--- config.mk ---
export PLATFORM = sky130hd
export DESIGN_NAME = alu_result_buffer
export DESIGN_NICKNAME = d
export VERILOG_FILES = /design/src/rtl/alu_result_buffer.sv
export SDC_FILE = /design/constraint.sdc
export NUM_CORES = 1
export LEC_CHECK = 0
export CAP_MARGIN = 20
export CORE_UTILIZATION = 40
export DETAILED_ROUTE_END_ITERATION = 10
export PLACE_DENSITY_LB_ADDON = 0.2
export SLEW_MARGIN = 20
export SYNTH_ARGS = -nofsm -noshare
export SYNTH_HDL_FRONTEND = slang
export SYNTH_SLANG_ARGS = --single-unit
--- constraint.sdc ---
create_clock -name CLK -period 5.3 [get_ports CLK]
set_clock_uncertainty 0.1 [all_clocks]
set_input_delay 1.06 -clock CLK [delete_from_list [all_inputs] [get_ports CLK]]
set_output_delay 1.06 -clock CLK [all_outputs]
set_load 0.01 [all_outputs]
--- src/rtl/alu_result_buffer.sv ---
// Collects tagged ALU unit results into a first-word-fall-through FIFO with a valid/ready output.
// Optional macro ALU_RESULT_PARITY_EN adds a stored even-parity bit per entry (Parity_OUT).
module alu_result_buffer #(
  parameter int DATA_WIDTH = 16,
  parameter int DEPTH      = 4,
  parameter int CNT_WIDTH  = 3
) (
  input  logic                  CLK,
  input  logic                  RST,
  input  logic [DATA_WIDTH-1:0] Arith_OUT,
  input  logic                  Arith_Flag,
  input  logic [DATA_WIDTH-1:0] Logic_OUT,
  input  logic                  Logic_Flag,
  input  logic [DATA_WIDTH-1:0] CMP_OUT,
  input  logic                  CMP_Flag,
  input  logic [DATA_WIDTH-1:0] Shift_OUT,
  input  logic                  Shift_Flag,
  input  logic                  OUT_READY,
  output logic [DATA_WIDTH-1:0] ALU_OUT,
  output logic [1:0]            Src_Tag,
  output logic                  OUT_VALID,
  output logic [CNT_WIDTH-1:0]  Fifo_Count,
  output logic                  Collision_Err,
  output logic                  Overflow_Err
`ifdef ALU_RESULT_PARITY_EN
  , output logic                Parity_OUT
`endif
);
  localparam int PW = $clog2(DEPTH);
  localparam logic [CNT_WIDTH-1:0] FULL_CNT = CNT_WIDTH'(DEPTH);

  typedef struct packed {
`ifdef ALU_RESULT_PARITY_EN
    logic                  par;
`endif
    logic [1:0]            tag;
    logic [DATA_WIDTH-1:0] data;
  } entry_t;

  entry_t                mem_q [DEPTH];
  entry_t                entry_d, head;
  logic [PW-1:0]         rd_ptr_q, wr_ptr_q;
  logic [CNT_WIDTH-1:0]  cnt_q, cnt_d;
  logic                  col_q, ovf_q;
  logic [2:0]            nflags;
  logic                  push_req, collision, full, empty, pop, push, ovf;

  assign nflags    = {2'b0, Arith_Flag} + {2'b0, Logic_Flag} + {2'b0, CMP_Flag} + {2'b0, Shift_Flag};
  assign push_req  = (nflags == 3'd1);
  assign collision = (nflags > 3'd1);
  assign full      = (cnt_q == FULL_CNT);
  assign empty     = (cnt_q == '0);
  assign pop       = !empty && OUT_READY;
  // A full FIFO still accepts a push when the head leaves in the same cycle.
  assign push      = push_req && (!full || pop);
  assign ovf       = push_req && full && !pop;

  always_comb begin
    entry_d = '0;
    unique case ({Arith_Flag, Logic_Flag, CMP_Flag, Shift_Flag})
      4'b1000: begin entry_d.tag = 2'b00; entry_d.data = Arith_OUT; end
      4'b0100: begin entry_d.tag = 2'b01; entry_d.data = Logic_OUT; end
      4'b0010: begin entry_d.tag = 2'b10; entry_d.data = CMP_OUT;   end
      4'b0001: begin entry_d.tag = 2'b11; entry_d.data = Shift_OUT; end
      default: entry_d = '0;
    endcase
`ifdef ALU_RESULT_PARITY_EN
    entry_d.par = ^entry_d.data;
`endif
  end

  always_comb begin
    cnt_d = cnt_q;
    if (push && !pop)      cnt_d = cnt_q + CNT_WIDTH'(1);
    else if (pop && !push) cnt_d = cnt_q - CNT_WIDTH'(1);
  end

  always_ff @(posedge CLK or posedge RST) begin
    if (RST) begin
      rd_ptr_q <= '0;
      wr_ptr_q <= '0;
      cnt_q    <= '0;
      col_q    <= 1'b0;
      ovf_q    <= 1'b0;
    end else begin
      if (pop)  rd_ptr_q <= rd_ptr_q + PW'(1);
      if (push) wr_ptr_q <= wr_ptr_q + PW'(1);
      cnt_q <= cnt_d;
      col_q <= collision;
      ovf_q <= ovf;
    end
  end

  // Storage needs no reset: the head is masked whenever the count is zero.
  always_ff @(posedge CLK) begin
    if (push) mem_q[wr_ptr_q] <= entry_d;
  end

  assign head          = mem_q[rd_ptr_q];
  assign ALU_OUT       = empty ? '0 : head.data;
  assign Src_Tag       = empty ? 2'b00 : head.tag;
  assign OUT_VALID     = !empty;
  assign Fifo_Count    = cnt_q;
  assign Collision_Err = col_q;
  assign Overflow_Err  = ovf_q;
`ifdef ALU_RESULT_PARITY_EN
  assign Parity_OUT    = empty ? 1'b0 : head.par;
`endif
endmodule

==> flow_metrics.tcl, run 1 <==
set metrics [dict create \
    gp_congestion 0.6814 \
    drive_gt1_share_pct 13.17 \
    finalCriticalPeriod_ns 4.208 \
    ios 95 \
    cts_tree "yes" \
    multi_input_area_sq_um 1244 \
    crit_chain "clkdlybuf4s50_1 > inv_1 > fa_1 > inv_1 > ha_1 > inv_1 > ha_1 > nor2_1 > and3b_1 > ha_1 > inv_1 > fa_1 > xor2_1 > nor2_1 > xor2_1" \
    cpPeakStageDelay_ns 0.67 \
    antenna_left 0 \
    post_cts_resized 0 \
    fin_ws_ns 1.092 \
    fin_tns_setup_ns 0 \
    ys_seq_area_share_pct 63.77 \
    cts_root_buffer "clkbuf_8" \
    antenna_cells 0 \
    peakVddDrop_mv 0.1924 \
    dp_cells 426 \
    fin_nets 413 \
    grt_max_degree 22 \
    netlist-cell-type-count 28 \
    critPathLaunchType "primary input" \
    post_cts_buffers 0 \
    worst_pin_slew_ns 0.8499 \
    start_util_pct 42.11 \
    cts_buffers 9 \
    fin_crit_sh_pct 79.39 \
    slowest_stage "clkdlybuf4s50_1" \
    syn_nets 316 \
    fillers 729 \
    firstDrtPassIters 4 \
    rsz0062_at_grt "no" \
    core_sq_um 8891 \
    cp.required_ns 5.48 \
    fmaxAchievable_ghz 0.2377 \
    clk_latency_ns 0.35 \
    min_path_type "reg -> reg" \
    maxCapViolCount 0 \
    grt_use_total_pct 17.21 \
    clkTransAtPathRegs_ns 0.09 \
    syn_inst 232 \
    synth.avg_cell_area_sq_um 16.14 \
    syn_area_sq_um 3744 \
    hold_violations 0 \
    finalCoreUtilization_pct 56.42 \
    layout_common_cells "94 x clkdlybuf4s50_1, 72 x edfxtp_1, 32 x a22oi_1" \
    endpoint_kind "register" \
    area_delta_synth_final_pct 33.99 \
    fin_total_pwr_mw 2.159 \
    die-area_sq_um 9750 \
    hold_ws_ns 0.4145 \
    fin_area_sq_um 5016 \
    clockBufferDepth 2 \
    setup_violations 0 \
    antenna_found_initial 0 \
    ys_ff_latch 81 \
    die_y_um 98.74 \
    place_hpwl_um 5379 \
    instances_no_fill 442 \
    yosysWarningCount 0 \
    placementRows 34 \
    port_buffers 94 \
    regArea_sq_um 2387 \
    worst_ep_arrival_time_ns 4.38 \
    grt_first_pass_wirelength_um 12410 \
    routedWlPerCell_um 17.97 \
    critical_path_class "in -> reg" \
    slew_headroom_pct 43.34 \
    dp_worst_setup_slack_ns 0.8180 \
    grt_pass1_vias 2356 \
    final_common_cell "clkdlybuf4s50_1" \
    cts_hold_buf 0 \
    status "finished clean" \
    wl_um 7943 \
    detail_route.iter0.violations 74 \
    leakagePower_nw 1.747 \
    cts_sinks 81 \
    drc 0 \
    crit_path_frequent_cell "inv_1" \
    die_w_um 98.74 \
    vias 2306 \
    powerDensity_nw_per_um2 430.4 \
    htreeDepth 3 \
    via_per_inst 5.217 \
    finalMaxSlewViolations 0 \
    place_area_sq_um 4792 \
    worstPathMaxFanout 7 \
    overflow 0 \
]
==> final cells by class <==
type                            count  share of cell area [%]
Clock buffer                       11                   2.619
Sequential cell                    81                   47.59
Clock inverter                      5                   1.596
Tap cell                          108                   2.694
Inverter                           12                  0.8980
Timing Repair Buffer              101                   19.81
Multi-Input combinational cell    124                   24.79
==> layer usage <==
metal	global-route usage (%)	wire, um	up-vias
met3	2.766	390	10
met2	29.69	3965	84
met1	22.03	3494	1122
met5	0	0	-
li1	-	-	1090
met4	6.200	93	0
==> critical path: cells and delay by family <==
kind / cells / cell delay (ns)
xor gates and xnor gates: 2 / 0.30
adders and majority gates: 5 / 1.51
and+or+nand+nor: 3 / 0.56
buffers and inverters: 5 / 0.95
==> report_power, final <==
part	switching (mW)	leakage, nW	internal [mW]
clock network	0.207	0.0995	0.265
registers	0.0683	0.775	0.795
logic	0.329	0.872	0.494
total	0.605	1.75	1.55
==> registers in the layout, indices dropped and copies added (netlist names) <==
signal	count
wr_ptr_q	2
mem_q	72
Fifo_Count	3
Overflow_Err	1
Collision_Err	1
rd_ptr_q	2
==> logic make-up after synthesis <==
logic type	Yosys count	share of synthesized area (%)
and+or+nand+nor	35	6.183
xor gates and xnor gates	6	1.404
DFF	81	63.77
AOI/OAI and AO/OA	49	8.757
muxes	21	11.80
adders and majority gates	13	4.746
buffers and inverters	27	3.342
==> Yosys cell counts (all sizes together) <==
library cell  instances  area, sq um
a22oi                32        240.2
and2                 22        137.6
and3                  1        6.260
and3b                 1        8.760
buf                  12        68.82
clkbuf                3        11.26
dfrtp                 9        225.2
edfxtp               72         2162
fa                    2        40.04
ha                   11        137.6
inv                  12        45.04
mux2                  2        26.27
mux2i                 1        10.01
mux4                 18        405.4
nand2                 1        3.750
nand3                 1        5.000
nor2                  3        11.26
nor2b                 2        12.51
nor3b                 2        25.02
nor4b                 1        15.01
o21a                  1        7.510
o21ai                16        80.08
or3                   1        6.260
xnor2                 4        35.03
xor2                  2        17.52
==> path summary, 6_finish.rpt <==
kind | from | slack, ns | end | depth (start not counted)
max in group asynchronous | RST | 3.96 | Collision_Err$_DFF_PP0_ | 2
max | Shift_Flag | 1.09 | Fifo_Count[2]$_DFFE_PP0P_ | 15
min | Fifo_Count[2]$_DFFE_PP0P_ | 0.41 | Fifo_Count[2]$_DFFE_PP0P_ | 1
min reg2reg | Fifo_Count[2]$_DFFE_PP0P_ | 0.41 | Fifo_Count[2]$_DFFE_PP0P_ | 1
min in group asynchronous | RST | 0.87 | Overflow_Err$_DFF_PP0_ | 2
max reg2reg | Fifo_Count[0]$_DFFE_PP0P_ | 2.66 | Fifo_Count[2]$_DFFE_PP0P_ | 8
Note: power is estimated with default switching activity, not from simulation.
==> run 2, diff against run 1 <==
==> constraint.sdc (replaced) <==
create_clock -name CLK -period 3.9 [get_ports CLK]
set_clock_uncertainty 0.1 [all_clocks]
set_input_delay 0.78 -clock CLK [delete_from_list [all_inputs] [get_ports CLK]]
set_output_delay 0.78 -clock CLK [all_outputs]
set_load 0.01 [all_outputs]
==> run 2 against run 1 <==
Setup slack worse by 0.70 ns. Flip-flop and latch count stayed put. Largest power group is now combinational cells. Wire length is 4.2% higher. Final area is 3.0% higher. Critical path depth stayed put. Power is 44% higher. First-iteration DRC count is 57% higher. Cell count is 1.8% higher. Combinational power is 48% higher.
==> flow_metrics.tcl, run 2 (same netlist as run 1, synthesis figures left out) <==
set metrics [dict create \
    fin_total_pwr_mw 3.109 \
    fin_nets 421 \
    worst_pin_slew_ns 0.8020 \
    hold_violations 0 \
    grt_pass1_vias 2455 \
    worst-path-buf-inv 5 \
    ios 95 \
    slowest_stage "fa_1" \
    wl_um 8278 \
    use_met1_pct 21.91 \
    clockBufferDepth 2 \
    cts_root_buffer "clkbuf_8" \
    setup_violations 0 \
    rsz0062_at_grt "no" \
    instances_no_fill 450 \
    layout_common_cells "94 x clkdlybuf4s50_1, 72 x edfxtp_1, 32 x a22oi_1" \
    antenna_found_initial 0 \
    r2r_start "Fifo_Count[0]$_DFFE_PP0P_" \
    clk_latency_ns 0.34 \
    powerDensity_nw_per_um2 601.5 \
    combPwrFrac_pct 39.2 \
    leakagePower_nw 1.829 \
    antenna_cells 0 \
    place_hpwl_um 5623 \
    cpPeakStageDelay_ns 0.54 \
    crit_path_frequent_cell "inv_1" \
    fin_crit_sh_pct 89.93 \
    met3_usage_pct 5.674 \
    detail_route.iter0.violations 116 \
    finalCoreUtilization_pct 58.13 \
    start_util_pct 42.11 \
    die_w_um 98.74 \
    core_sq_um 8891 \
    switching_power_mw 0.8840 \
    cts_sinks 81 \
    critical_path_class "in -> reg" \
    antenna_left 0 \
    largest-register "mem_q" \
    worst_ep_arrival_time_ns 3.68 \
    post_cts_resized 0 \
    finalCriticalPeriod_ns 3.507 \
    via_per_inst 5.369 \
    final_common_cell "clkdlybuf4s50_1" \
    placementRows 34 \
    cp.required_ns 4.07 \
    p_int_mw 2.225 \
    gp_congestion 0.7132 \
    crit_chain "clkdlybuf4s50_1 > inv_1 > fa_1 > inv_1 > ha_1 > inv_1 > ha_1 > nor2_1 > and3b_1 > ha_1 > inv_1 > fa_1 > xor2_1 > nor2_1 > xor2_1" \
    firstDrtPassIters 4 \
    finalMaxSlewViolations 0 \
    path_delay_family "adder cells" \
    rrSetupSlack_ns 1.23 \
    grt_max_degree 22 \
    cts_tree "yes" \
    area_delta_synth_final_pct 38.07 \
    die_y_um 98.74 \
    largest_reg_flops 72 \
    swShare_pct 28.44 \
    clkTransAtPathRegs_ns 0.08 \
    port_buffers 94 \
    drive_gt1_share_pct 15.79 \
    post_cts_buffers 0 \
    cts_buffers 9 \
    peakVddDrop_mv 0.2735 \
    maxCapViolCount 0 \
    cp-startpoint "Arith_Flag" \
    slew_headroom_pct 46.48 \
    htreeDepth 3 \
    cts_hold_buf 0 \
    worstPathMaxFanout 3 \
    seqPwrFrac_pct 36.5 \
    hold_start "Fifo_Count[2]$_DFFE_PP0P_" \
    min_path_type "reg -> reg" \
    die-area_sq_um 9750 \
    overflow 0 \
    routedWlPerCell_um 18.40 \
    fin_tns_setup_ns 0 \
    dp_cells 434 \
    top_usage_layer "met2" \
    grt_first_pass_wirelength_um 13070 \
    grt_util_met2_pct 32.54 \
    endpoint_kind "register" \
    grt_use_total_pct 18.26 \
    status "finished clean" \
    p_clk_share_pct 24.3 \
    drc 0 \
    vias 2416 \
    fmaxAchievable_ghz 0.2851 \
    critPathLaunchType "primary input" \
    hold_ws_ns 0.4169 \
]
## run 2: path summary, 6_finish.rpt
check / cells past startpoint / end
min reg2reg: 1 / Fifo_Count[2]$_DFFE_PP0P_
max in group asynchronous: 2 / wr_ptr_q[0]$_DFFE_PP0N_
min in group asynchronous: 2 / Fifo_Count[1]$_DFFE_PP0P_
max: 15 / Fifo_Count[2]$_DFFE_PP0P_
min: 1 / Fifo_Count[2]$_DFFE_PP0P_
max reg2reg: 8 / Fifo_Count[2]$_DFFE_PP0P_
## run 2: per-layer routing
layer  vias to the layer above  share of wire [%]
met5                         -                  0
met4                         0               0.76
met3                         6                5.9
met2                        88                 52
met1                      1211                 41
li1                       1111                  -
## run 2: stage by stage
stage / setup slack (ns) / cell area, sq um
final: 0.3927 / 5169
after global routing: 0.2278 / 5169
after CTS: 0.3918 / 5156
after detailed placement: 0.02776 / 4902
after global placement: 0.07518 / 4902
after floorplan: 0.4560 / 3744
## run 2: power groups by stage
stage	combinational, mW	sequential, mW	clock (mW)
2_1_floorplan	0.663	1.15	0
3_3_place_gp	1.22	1.15	0
3_5_place_dp	1.23	1.16	0
4_1_cts	1.24	1.14	0.778
5_1_grt	1.31	1.15	0.813
6_report	1.22	1.13	0.756
## run 2: area by class of cell
type                            count  area, sq um
Clock buffer                        9        123.9
Clock inverter                      7        130.1
Fill cell                         703         3722
Inverter                           12        45.04
Multi-Input combinational cell    124         1244
Sequential cell                    81         2387
Tap cell                          108        135.1
Timing Repair Buffer              109         1104
